**config.mk**
```make
export PLATFORM = sky130hd
export DESIGN_NAME = apb_reg_slave
export DESIGN_NICKNAME = d
export VERILOG_FILES = /design/src/rtl/apb_reg_pkg.sv /design/src/rtl/apb_reg_bank.sv /design/src/rtl/apb_reg_slave.sv
export SDC_FILE = /design/constraint.sdc
export NUM_CORES = 1
export LEC_CHECK = 0
export CORE_MARGIN = 2
export CORE_UTILIZATION = 45
export CTS_BUF_LIST = sky130_fd_sc_hd__clkbuf_8 sky130_fd_sc_hd__clkbuf_16
export DETAILED_ROUTE_END_ITERATION = 16
export GPL_ROUTABILITY_DRIVEN = 0
export PLACE_DENSITY_LB_ADDON = 0.25
export SLEW_MARGIN = 15
export SYNTH_ARGS = -nofsm -noshare
export SYNTH_HDL_FRONTEND = slang
export SYNTH_SLANG_ARGS = --single-unit
export TNS_END_PERCENT = 50
```
**constraint.sdc**
```tcl
create_clock -name clk -period 5 [get_ports clk]
set_clock_uncertainty 0.2 [all_clocks]
set_input_delay 1 -clock clk [delete_from_list [all_inputs] [get_ports clk]]
set_output_delay 1 -clock clk [all_outputs]
set_load 0.005 [all_outputs]
```
**src/rtl/apb_reg_pkg.sv**
```systemverilog
// Shared types and helpers for the APB register slave.
// Contents:
//   apb_state_e - bus-side FSM states (idle, setup, access)
//   WAIT_W      - width of the wait-state counter
//   addr_hit()  - true when a word index selects an implemented register
package apb_reg_pkg;

  localparam int unsigned WAIT_W = 4;

  typedef enum logic [1:0] {
    StIdle,
    StSetup,
    StAccess
  } apb_state_e;

  function automatic logic addr_hit(input int unsigned idx, input int unsigned num_regs);
    return idx < num_regs;
  endfunction

endpackage

```
**src/rtl/apb_reg_bank.sv**
```systemverilog
// Register array behind the APB slave.
// Ports:
//   clk_i, rst_ni   - clock, asynchronous active-low reset
//   we_i            - commit request (one cycle, already qualified as a hit write)
//   waddr_i         - target register index
//   wdata_i         - data to merge
//   wmask_i         - per-bit update mask built from the byte-lane strobes
//   reg_q_o         - flattened register contents, register i at [i*DATA_W +: DATA_W]
//   wr_stb_o        - one-cycle pulse on register i the cycle after it is written
module apb_reg_bank #(
  parameter int unsigned ADDR_W   = 4,
  parameter int unsigned DATA_W   = 32,
  parameter int unsigned NUM_REGS = 8
) (
  input  logic                       clk_i,
  input  logic                       rst_ni,
  input  logic                       we_i,
  input  logic [ADDR_W-1:0]          waddr_i,
  input  logic [DATA_W-1:0]          wdata_i,
  input  logic [DATA_W-1:0]          wmask_i,
  output logic [NUM_REGS*DATA_W-1:0] reg_q_o,
  output logic [NUM_REGS-1:0]        wr_stb_o
);

  logic [DATA_W-1:0]   regs_q [NUM_REGS];
  logic [DATA_W-1:0]   regs_d [NUM_REGS];
  logic [NUM_REGS-1:0] stb_q, stb_d;

  // An all-zero mask is a write that touches nothing, so it raises no strobe either.
  always_comb begin
    regs_d = regs_q;
    stb_d  = '0;
    if (we_i && (|wmask_i)) begin
      for (int unsigned i = 0; i < NUM_REGS; i++) begin
        if (waddr_i == ADDR_W'(i)) begin
          regs_d[i] = (regs_q[i] & ~wmask_i) | (wdata_i & wmask_i);
          stb_d[i]  = 1'b1;
        end
      end
    end
  end

  always_ff @(posedge clk_i or negedge rst_ni) begin
    if (!rst_ni) begin
      regs_q <= '{default: '0};
      stb_q  <= '0;
    end else begin
      regs_q <= regs_d;
      stb_q  <= stb_d;
    end
  end

  for (genvar g = 0; g < NUM_REGS; g++) begin : g_flat
    assign reg_q_o[g*DATA_W +: DATA_W] = regs_q[g];
  end

  assign wr_stb_o = stb_q;

endmodule

```
**src/rtl/apb_reg_slave.sv**
```systemverilog
// APB3 slave exposing NUM_REGS read/write registers with programmable wait states.
// Ports:
//   clk, reset        - clock (rising edge), asynchronous active-low reset
//   addr              - word index of the target register
//   pwdata, pwrite    - write data, 1 = write / 0 = read
//   psel, penable     - APB select and access phase
//   pready, pslverr   - transfer complete, error response (valid with pready)
//   prdata            - read data (valid with pready on a read, 0 otherwise)
//   reg_q             - flattened register contents towards the fabric
//   wr_stb            - per-register write pulse, one cycle after the commit
// Build option:
//   APB_REG_STRB_EN   - adds pstrb (DATA_W/8 byte lanes); only enabled lanes are
//                       written, and a read with any lane enabled is an error.
// Requires 1 <= NUM_REGS <= 2**ADDR_W and WAIT_STATES <= 15.
module apb_reg_slave
  import apb_reg_pkg::*;
#(
  parameter int unsigned ADDR_W      = 4,
  parameter int unsigned DATA_W      = 32,
  parameter int unsigned NUM_REGS    = 8,
  parameter int unsigned WAIT_STATES = 0
) (
  input  logic                       clk,
  input  logic                       reset,
  input  logic [ADDR_W-1:0]          addr,
  input  logic [DATA_W-1:0]          pwdata,
  input  logic                       pwrite,
  input  logic                       psel,
  input  logic                       penable,
`ifdef APB_REG_STRB_EN
  input  logic [DATA_W/8-1:0]        pstrb,
`endif
  output logic                       pready,
  output logic                       pslverr,
  output logic [DATA_W-1:0]          prdata,
  output logic [NUM_REGS*DATA_W-1:0] reg_q,
  output logic [NUM_REGS-1:0]        wr_stb
);

  apb_state_e        state_q, state_d;
  logic [WAIT_W-1:0] cnt_q, cnt_d;
  logic [ADDR_W-1:0] addr_q, addr_d;
  logic              write_q, write_d;
  logic [DATA_W-1:0] wdata_q, wdata_d;
  logic              pready_q, pready_d;
  logic              pslverr_q, pslverr_d;
  logic [DATA_W-1:0] prdata_q, prdata_d;
`ifdef APB_REG_STRB_EN
  logic [DATA_W/8-1:0] strb_q, strb_d;
`endif

  logic              hit, err, finish, commit;
  logic [DATA_W-1:0] rd_word, wmask;

  assign hit = addr_hit(32'(addr_q), NUM_REGS);

`ifdef APB_REG_STRB_EN
  assign err = !hit || (!write_q && (strb_q != '0));

  always_comb begin
    wmask = '0;
    for (int unsigned b = 0; b < DATA_W / 8; b++) begin
      wmask[b*8 +: 8] = {8{strb_q[b]}};
    end
  end
`else
  assign err   = !hit;
  assign wmask = '1;
`endif

  always_comb begin
    rd_word = '0;
    for (int unsigned i = 0; i < NUM_REGS; i++) begin
      if (addr_q == ADDR_W'(i)) begin
        rd_word = reg_q[i*DATA_W +: DATA_W];
      end
    end
  end

  // finish: the next cycle is the pready cycle, so the response flops load now.
  // commit: this is the pready cycle; the bank updates on the closing edge.
  always_comb begin
    state_d = state_q;
    cnt_d   = cnt_q;
    addr_d  = addr_q;
    write_d = write_q;
    wdata_d = wdata_q;
`ifdef APB_REG_STRB_EN
    strb_d  = strb_q;
`endif
    finish  = 1'b0;
    commit  = 1'b0;

    unique case (state_q)
      StIdle: begin
        // penable without a preceding setup cycle is not a transfer start.
        if (psel && !penable) begin
          state_d = StSetup;
          addr_d  = addr;
          write_d = pwrite;
          wdata_d = pwdata;
`ifdef APB_REG_STRB_EN
          strb_d  = pstrb;
`endif
        end
      end
      StSetup: begin
        if (!psel) begin
          state_d = StIdle;
        end else begin
          state_d = StAccess;
          cnt_d   = WAIT_W'(WAIT_STATES);
          finish  = (WAIT_STATES == 0);
        end
      end
      StAccess: begin
        if (cnt_q == '0) begin
          state_d = StIdle;
          commit  = write_q && !err;
        end else if (!psel) begin
          state_d = StIdle;
          cnt_d   = '0;
        end else begin
          cnt_d  = cnt_q - WAIT_W'(1);
          finish = (cnt_q == WAIT_W'(1));
        end
      end
      default: state_d = StIdle;
    endcase

    pready_d  = finish;
    pslverr_d = finish && err;
    prdata_d  = (finish && !write_q && !err) ? rd_word : '0;
  end

  always_ff @(posedge clk or negedge reset) begin
    if (!reset) begin
      state_q   <= StIdle;
      cnt_q     <= '0;
      addr_q    <= '0;
      write_q   <= 1'b0;
      wdata_q   <= '0;
      pready_q  <= 1'b0;
      pslverr_q <= 1'b0;
      prdata_q  <= '0;
`ifdef APB_REG_STRB_EN
      strb_q    <= '0;
`endif
    end else begin
      state_q   <= state_d;
      cnt_q     <= cnt_d;
      addr_q    <= addr_d;
      write_q   <= write_d;
      wdata_q   <= wdata_d;
      pready_q  <= pready_d;
      pslverr_q <= pslverr_d;
      prdata_q  <= prdata_d;
`ifdef APB_REG_STRB_EN
      strb_q    <= strb_d;
`endif
    end
  end

  assign pready  = pready_q;
  assign pslverr = pslverr_q;
  assign prdata  = prdata_q;

  apb_reg_bank #(
    .ADDR_W   (ADDR_W),
    .DATA_W   (DATA_W),
    .NUM_REGS (NUM_REGS)
  ) u_bank (
    .clk_i    (clk),
    .rst_ni   (reset),
    .we_i     (commit),
    .waddr_i  (addr_q),
    .wdata_i  (wdata_q),
    .wmask_i  (wmask),
    .reg_q_o  (reg_q),
    .wr_stb_o (wr_stb)
  );

endmodule
```
# Yosys cells after proc, flatten, opt, wreduce, memory -nomap -nowiden
# Cells that the tools add are included.
# classes
addsub	1
mul	0
div_mod_pow	0
order_cmp	1
eq_ne	14
n_shift	0
mux	33
bitwise	0
n_reduce_logical	23
# op_table
cell	count
two-way mux 32 bit	9
AND reduction 2 bit	10
== test 4 x 3 -> 1 bit, second input constant	4
two-way mux 1 bit	13
two-way mux 4 bit	3
== test 4 x 1 -> 1 bit, second input constant	2
== test 4 x 2 -> 1 bit, second input constant	2
zero test 4 bit	2
two-way mux 2 bit	4
two-way mux 8 bit	1
one-hot mux 4 bit (2 select lines)	1
inequality test 2 bit, second input constant	3
one-hot mux 2 bit (3 select lines)	1
logical AND 1 bit	5
< comparator 4 bit, second input constant	1
subtractor 4 x 1 -> 4 bit, second input constant	1
zero test 1 bit	3
inequality test 3 bit, second input constant	1
AND reduction 3 bit	1
== test 2 x 1 -> 1 bit, second input constant	1
== test 2 bit, second input constant	1
zero test 2 bit	1
one-hot mux 1 bit (2 select lines)	1
nonzero test 2 bit	1
# word_totals
ff_bits	341
latch_bits	0
ram_bits	0
mem_bits_ro	0
in_bits	41
output_inout_bits	298
elab_cells	89
memories	0

# Depth between registers and ports, before layout
# depth
word_depth	10
depth_mapped	7
ltp_nobuf	6

# Cells and area by module
# Synthesis repeated with hierarchy kept, for this count alone.
# unflattened
cells_unflattened	1433
hier_area_um2	16681.0
# modules_own_cells
module	n_inst	cells_per_inst	area_each_um2	seq_area_each_um2
apb_reg_bank	1	899	11436.0	6606.3
apb_reg_slave	1	534	5245.0	1926.8

# Worst setup path after synthesis
# Ideal clock, no wire load.
# synth_path
path_kind	input -> register
start	in penable
end	reg addr_q[0]
setup_time_ns	0.125
t_arrival_ns	2.122
required_time_ns	4.675
path_slack_ns	2.553
cell_stages	4
n_path_buf	2
path_cell_list	nand3b_1 -> clkbuf_1 -> clkbuf_1 -> mux2_2
# synth_via
elab_chain_len	3
# synth_rtl
item	line	source
start: declaration	apb_reg_slave.sv:29	input logic penable,
zero test 1 bit	apb_reg_slave.sv:97	if (psel && !penable) begin
logical AND 1 bit	apb_reg_slave.sv:97	
AND reduction 2 bit (no line)	-	
end signal: assignment	apb_reg_slave.sv:152	addr_q <= addr_d;
end: declaration	apb_reg_slave.sv:42	logic [ADDR_W-1:0] addr_q, addr_d;
# No other way between the ends.
# A chain may end at the register's enable or synchronous reset.

# Worst setup path after layout
# layout_path
start	reg addr_q[2]
end	reg u_bank.regs_q (netlist bit u_bank.reg_q_o[243])
# layout_via
elab_chain_len	5
elab_cells_between_ends	6
cone_classes	order compare (1); eq/ne (1); mux (2); reduce/logical (2)
# layout_rtl
item	line	source
< comparator 4 bit	apb_reg_pkg.sv:17	return idx < num_regs;
logical AND 1 bit	apb_reg_slave.sv:119	commit = write_q && !err;
two-way mux 1 bit	apb_reg_slave.sv:117	if (cnt_q == '0) begin
two-way mux 1 bit	apb_reg_slave.sv:94	unique case (state_q)
AND reduction 2 bit (no line) (*)	-	
end signal: assignment	apb_reg_bank.sv:48	regs_q <= regs_d;
end: declaration	apb_reg_bank.sv:25	logic [DATA_W-1:0] regs_q [NUM_REGS];
# Every way passes the cells marked *; elsewhere a longest branch is shown, timed or not.

==> impl.org <==
** Run status
- Outcome :: complete, no violations

** Power
- The worst-case IR drop observed on VDD is 0.000306 V.
- Dividing total power by cell area gives a power density of 582 nW/µm².
- Summed over all cells, the static leakage comes to 8.96 nW.

** Yosys
- By area the synthesized netlist is led by sky130_fd_sc_hd__dfrtp_1 (58%), sky130_fd_sc_hd__mux2_2 (23%), sky130_fd_sc_hd__mux2i_1 (2.9%).
- Post-synthesis async set-or-reset flop share :: 1.00
- Yosys top cell by area :: sky130_fd_sc_hd__dfrtp_1
- Cell Area, Synth :: 14800 µm²
- When the netlist entered floorplanning its net count stood at 1123.
- The share of synthesized area in the top cell type comes to 0.575.
- Counting distinct cell types in the post-synthesis netlist gives 45.
- Synth warnings :: 0
- Total of flip-flops plus latches after synthesis :: 341
- Synthesis handed over a netlist of 1076 instances.
- A synthesized cell averages 13.8 µm².
- Leading register cell type out of synthesis :: sky130_fd_sc_hd__dfrtp_1
- The share of the Yosys chip area taken by registers is 0.575.
- In this run, synthesis inferred 0 flip-flops with an integrated enable.

** Clocking
- Clock latency on the worst-skew pair, taken at its later pin, is 0.53 ns.
- Setup Buffers After CTS :: 0
- H-tree Lvls :: 2
- In this run the deepest clock path goes through 3 buffers.
- CTS placed an instance of sky130_fd_sc_hd__clkbuf_16 at the clock tree root.
- Clock-pin slew was measured on the worst setup and hold paths at 0.06 ns.
- Post-CTS Hold Fix Bufs :: 0
- TritonCTS built the clock tree.
- Gates resized during post-CTS repair numbered 0.
- The tree built by TritonCTS fans out to 341 sinks.
- TritonCTS created 37 clock buffers.

** Routing
- Number of vias per cell :: 5.62
- The routed design has 46500 µm of wire.
- Number of vias in the routed layout :: 10510
- The count of nets left with antenna violations once routing finished came out at 0.
- Wire length per cell after detailed routing :: 24.9 µm
- The pre-antenna-repair detailed-routing pass consisted of 5 iterations.
- The detailed router finished its first iteration with 667 violations.
- DR DRC count :: 0

** Final layout
- Compared with the post-synthesis result, the final layout area differs by 34.0%.
- Commonest cells after routing, fill and taps aside :: sky130_fd_sc_hd__dfrtp_1 (338), sky130_fd_sc_hd__clkdlybuf4s50_1 (337), sky130_fd_sc_hd__mux2_2 (303)
- Proportion of layout cells with a drive suffix above 1 :: 0.287
- Net count reported at finish :: 1448
- Most frequent standard cell in the layout excluding fill and tap cells :: sky130_fd_sc_hd__dfrtp_1
- Final non-filler cell total :: 1870
- Counting the fill cells in the layout gives 2619.

** STA
- The final count of hold timing violations was 0.
- Final Critical Period :: 3.47 ns
- Setup violations remaining at the end of the flow were counted as 0.
- Final critical-path share of the clock period :: 0.694
- Worst-margin pin slew :: 0.988 ns
- Headroom to the max-slew limit came out at 0.341.
- Setup repair after global routing left no endpoint under its margin.
- Static timing analysis puts the maximum clock frequency at 0.288 GHz.
- Summed negative setup slack over all endpoints :: 0 ns
- Max-slew violation count :: 0
- Worst hold slack :: 0.154 ns

** Global routing
- GR Overflow Total :: 0
- Pin count of the biggest net entering global routing :: 138
- The via count of the first global-routing pass came to 10763.
- In the global route stage, overall resource usage came out at 0.271.
- The first global-routing pass estimated 69000 µm of wire.
- The number of antenna violations at the first check in global routing came to 1.

** Worst setup path
- Data on the critical path arrives at its endpoint at 3.67 ns.
- For the worst setup path, the data required time is 5.20 ns.
- The signal on the critical path passes through nor2b_4 > nand3_4 > nor2_4 > buf_4 > mux2_2.
- Reg2Reg Setup Slack :: 1.53 ns
- The worst setup path is captured at a flop.
- The worst register-to-register path begins at addr_q[2].
- CP startpoint kind :: flop
- Maximum single-stage delay on the critical path :: 0.83 ns
- For this design, the slowest cell found on the critical path is sky130_fd_sc_hd__dfrtp_2.
- The setup path with the least slack is of type flop to flop.
- The number of cells on the worst reg-to-reg path is 5.
- In this run the worst path has a maximum fanout of 39.
- Worst reg2reg endpoint :: u_bank.reg_q_o[243]

** Floorplan
- Top-level port count :: 339
- Floorplan die area :: 34400 µm²
- CORE AREA :: 32500 µm²
- Number of placement rows :: 66
- In this run the vertical extent of the chip is 186 µm.
- The floorplan step set the die width to 186 µm.
- The initial utilization of the core area, before any placement, comes to 0.456.

** Placed design
- In this run the tool buffered the top-level ports with 338 buffer cells.
- Once detailed placement completed, the half-perimeter wirelength came to 30600 µm.
- Placed instance count :: 1802

** Flow run
- The tool flagged a number of max-cap violations equal to 0.

** Hold path
- The tightest min-delay check is of the input port to async pin type.
==> where the power goes <==
group / internal (mW) / switching [mW] / total [mW]
clock: 1.59 / 1.09 / 2.68
combinational: 2.35 / 1.65 / 4.00
sequential: 3.65 / 1.24 / 4.90
==> cell usage after synthesis (2+ instances only) <==
| cell type | n |
|---|---|
| sky130_fd_sc_hd__dfrtp_1 | 341 |
| sky130_fd_sc_hd__mux2_2 | 303 |
| sky130_fd_sc_hd__nor2_1 | 66 |
| sky130_fd_sc_hd__mux2i_1 | 43 |
| sky130_fd_sc_hd__nand2_1 | 38 |
| sky130_fd_sc_hd__a311oi_1 | 32 |
| sky130_fd_sc_hd__o2bb2ai_1 | 29 |
| sky130_fd_sc_hd__clkbuf_1 | 28 |
| sky130_fd_sc_hd__o21ai_0 | 28 |
| sky130_fd_sc_hd__buf_2 | 25 |
| sky130_fd_sc_hd__nand2b_1 | 19 |
| sky130_fd_sc_hd__buf_4 | 18 |
| sky130_fd_sc_hd__o32ai_1 | 15 |
| sky130_fd_sc_hd__o221ai_1 | 14 |
| sky130_fd_sc_hd__nor2b_1 | 9 |
| sky130_fd_sc_hd__and3b_1 | 6 |
| sky130_fd_sc_hd__ha_1 | 6 |
| sky130_fd_sc_hd__nor2_2 | 6 |
| sky130_fd_sc_hd__mux2_1 | 5 |
| sky130_fd_sc_hd__a32o_1 | 4 |
| sky130_fd_sc_hd__inv_1 | 4 |
| sky130_fd_sc_hd__buf_6 | 3 |
| sky130_fd_sc_hd__nand4_1 | 3 |
| sky130_fd_sc_hd__nor3_4 | 3 |
| sky130_fd_sc_hd__o22ai_1 | 3 |
| sky130_fd_sc_hd__a21oi_1 | 2 |
| sky130_fd_sc_hd__and3_1 | 2 |
| sky130_fd_sc_hd__buf_1 | 2 |
| sky130_fd_sc_hd__nand3_1 | 2 |
| sky130_fd_sc_hd__or3_1 | 2 |
==> layout make-up <==
type	instances	area, µm²	share of cell area
Timing Repair Buffer	362	3630	0.183
Multi-Input combinational cell	655	5940	0.299
Inverter	4	15.0	0.000755
Tap cell	442	553	0.0278
Clock inverter	17	105	0.00528
Clock buffer	48	1100	0.0553
Antenna cell	1	2.50	0.000126
Sequential cell	341	8540	0.429
==> flip-flops by register name, summed over array words and instances, names as in the netlist <==
name and count:
write_q 1, u_bank.reg_q_o 256, pslverr 1, wdata_q 32, cnt_q 4, u_bank.wr_stb_o 8, prdata 32, addr_q 4
state_q 2, pready 1
==> worst max-delay path, delay by kind of cell (launching register included) <==
family / cells / cell delay [ns]
buf+inv: 1 / 0.34
flops: 1 / 0.83
mux: 1 / 0.35
simple gates: 3 / 1.62
==> through the flow <==
stage	worst slack (ns)	utilization	power (mW)	instance area, µm²
2_1_floorplan	2.55	-	6.35	14800
3_3_place_gp	1.43	0.572	8.81	18600
3_5_place_dp	1.36	0.572	8.90	18600
4_1_cts	1.49	0.610	11.6	19800
5_1_grt	1.40	0.611	12.1	19900
6_report	1.53	0.611	11.6	19900
==> worst max path at each step <==
stage / startpoint / cells past startpoint / endpoint / slack (ns)
after floorplan: penable / 4 / addr_q[0] / 2.55
after global placement: psel / 5 / prdata[30] / 1.43
after detailed placement: psel / 5 / prdata[8] / 1.36
after CTS: addr_q[0] / 3 / u_bank.reg_q_o[92] / 1.49
after global routing: addr_q[2] / 5 / u_bank.reg_q_o[245] / 1.40
final: addr_q[2] / 5 / u_bank.reg_q_o[243] / 1.53
==> cell families (layout without fill, tap and decap cells) <==
group                    count (synthesis)  in the layout  synth area share
multiplexers                           351            351             0.263
adder cells (fa/ha/maj)                  6              6           0.00506
other                                    0              1                 0
buffers and inverters                   80            431            0.0284
flip-flops                             341            341             0.575
AO/OA/AOI/OAI                          131            131            0.0691
AND/OR/NAND/NOR                        167            167            0.0595
==> routing by layer <==
metal	track usage	vias up	routed length, µm
met5	0	-	0
met4	0.0879	0	1350
li1	-	4596	-
met2	0.432	361	22400
met1	0.361	5473	19400
met3	0.0710	80	3400
Note: power is estimated with default switching activity, not from simulation.
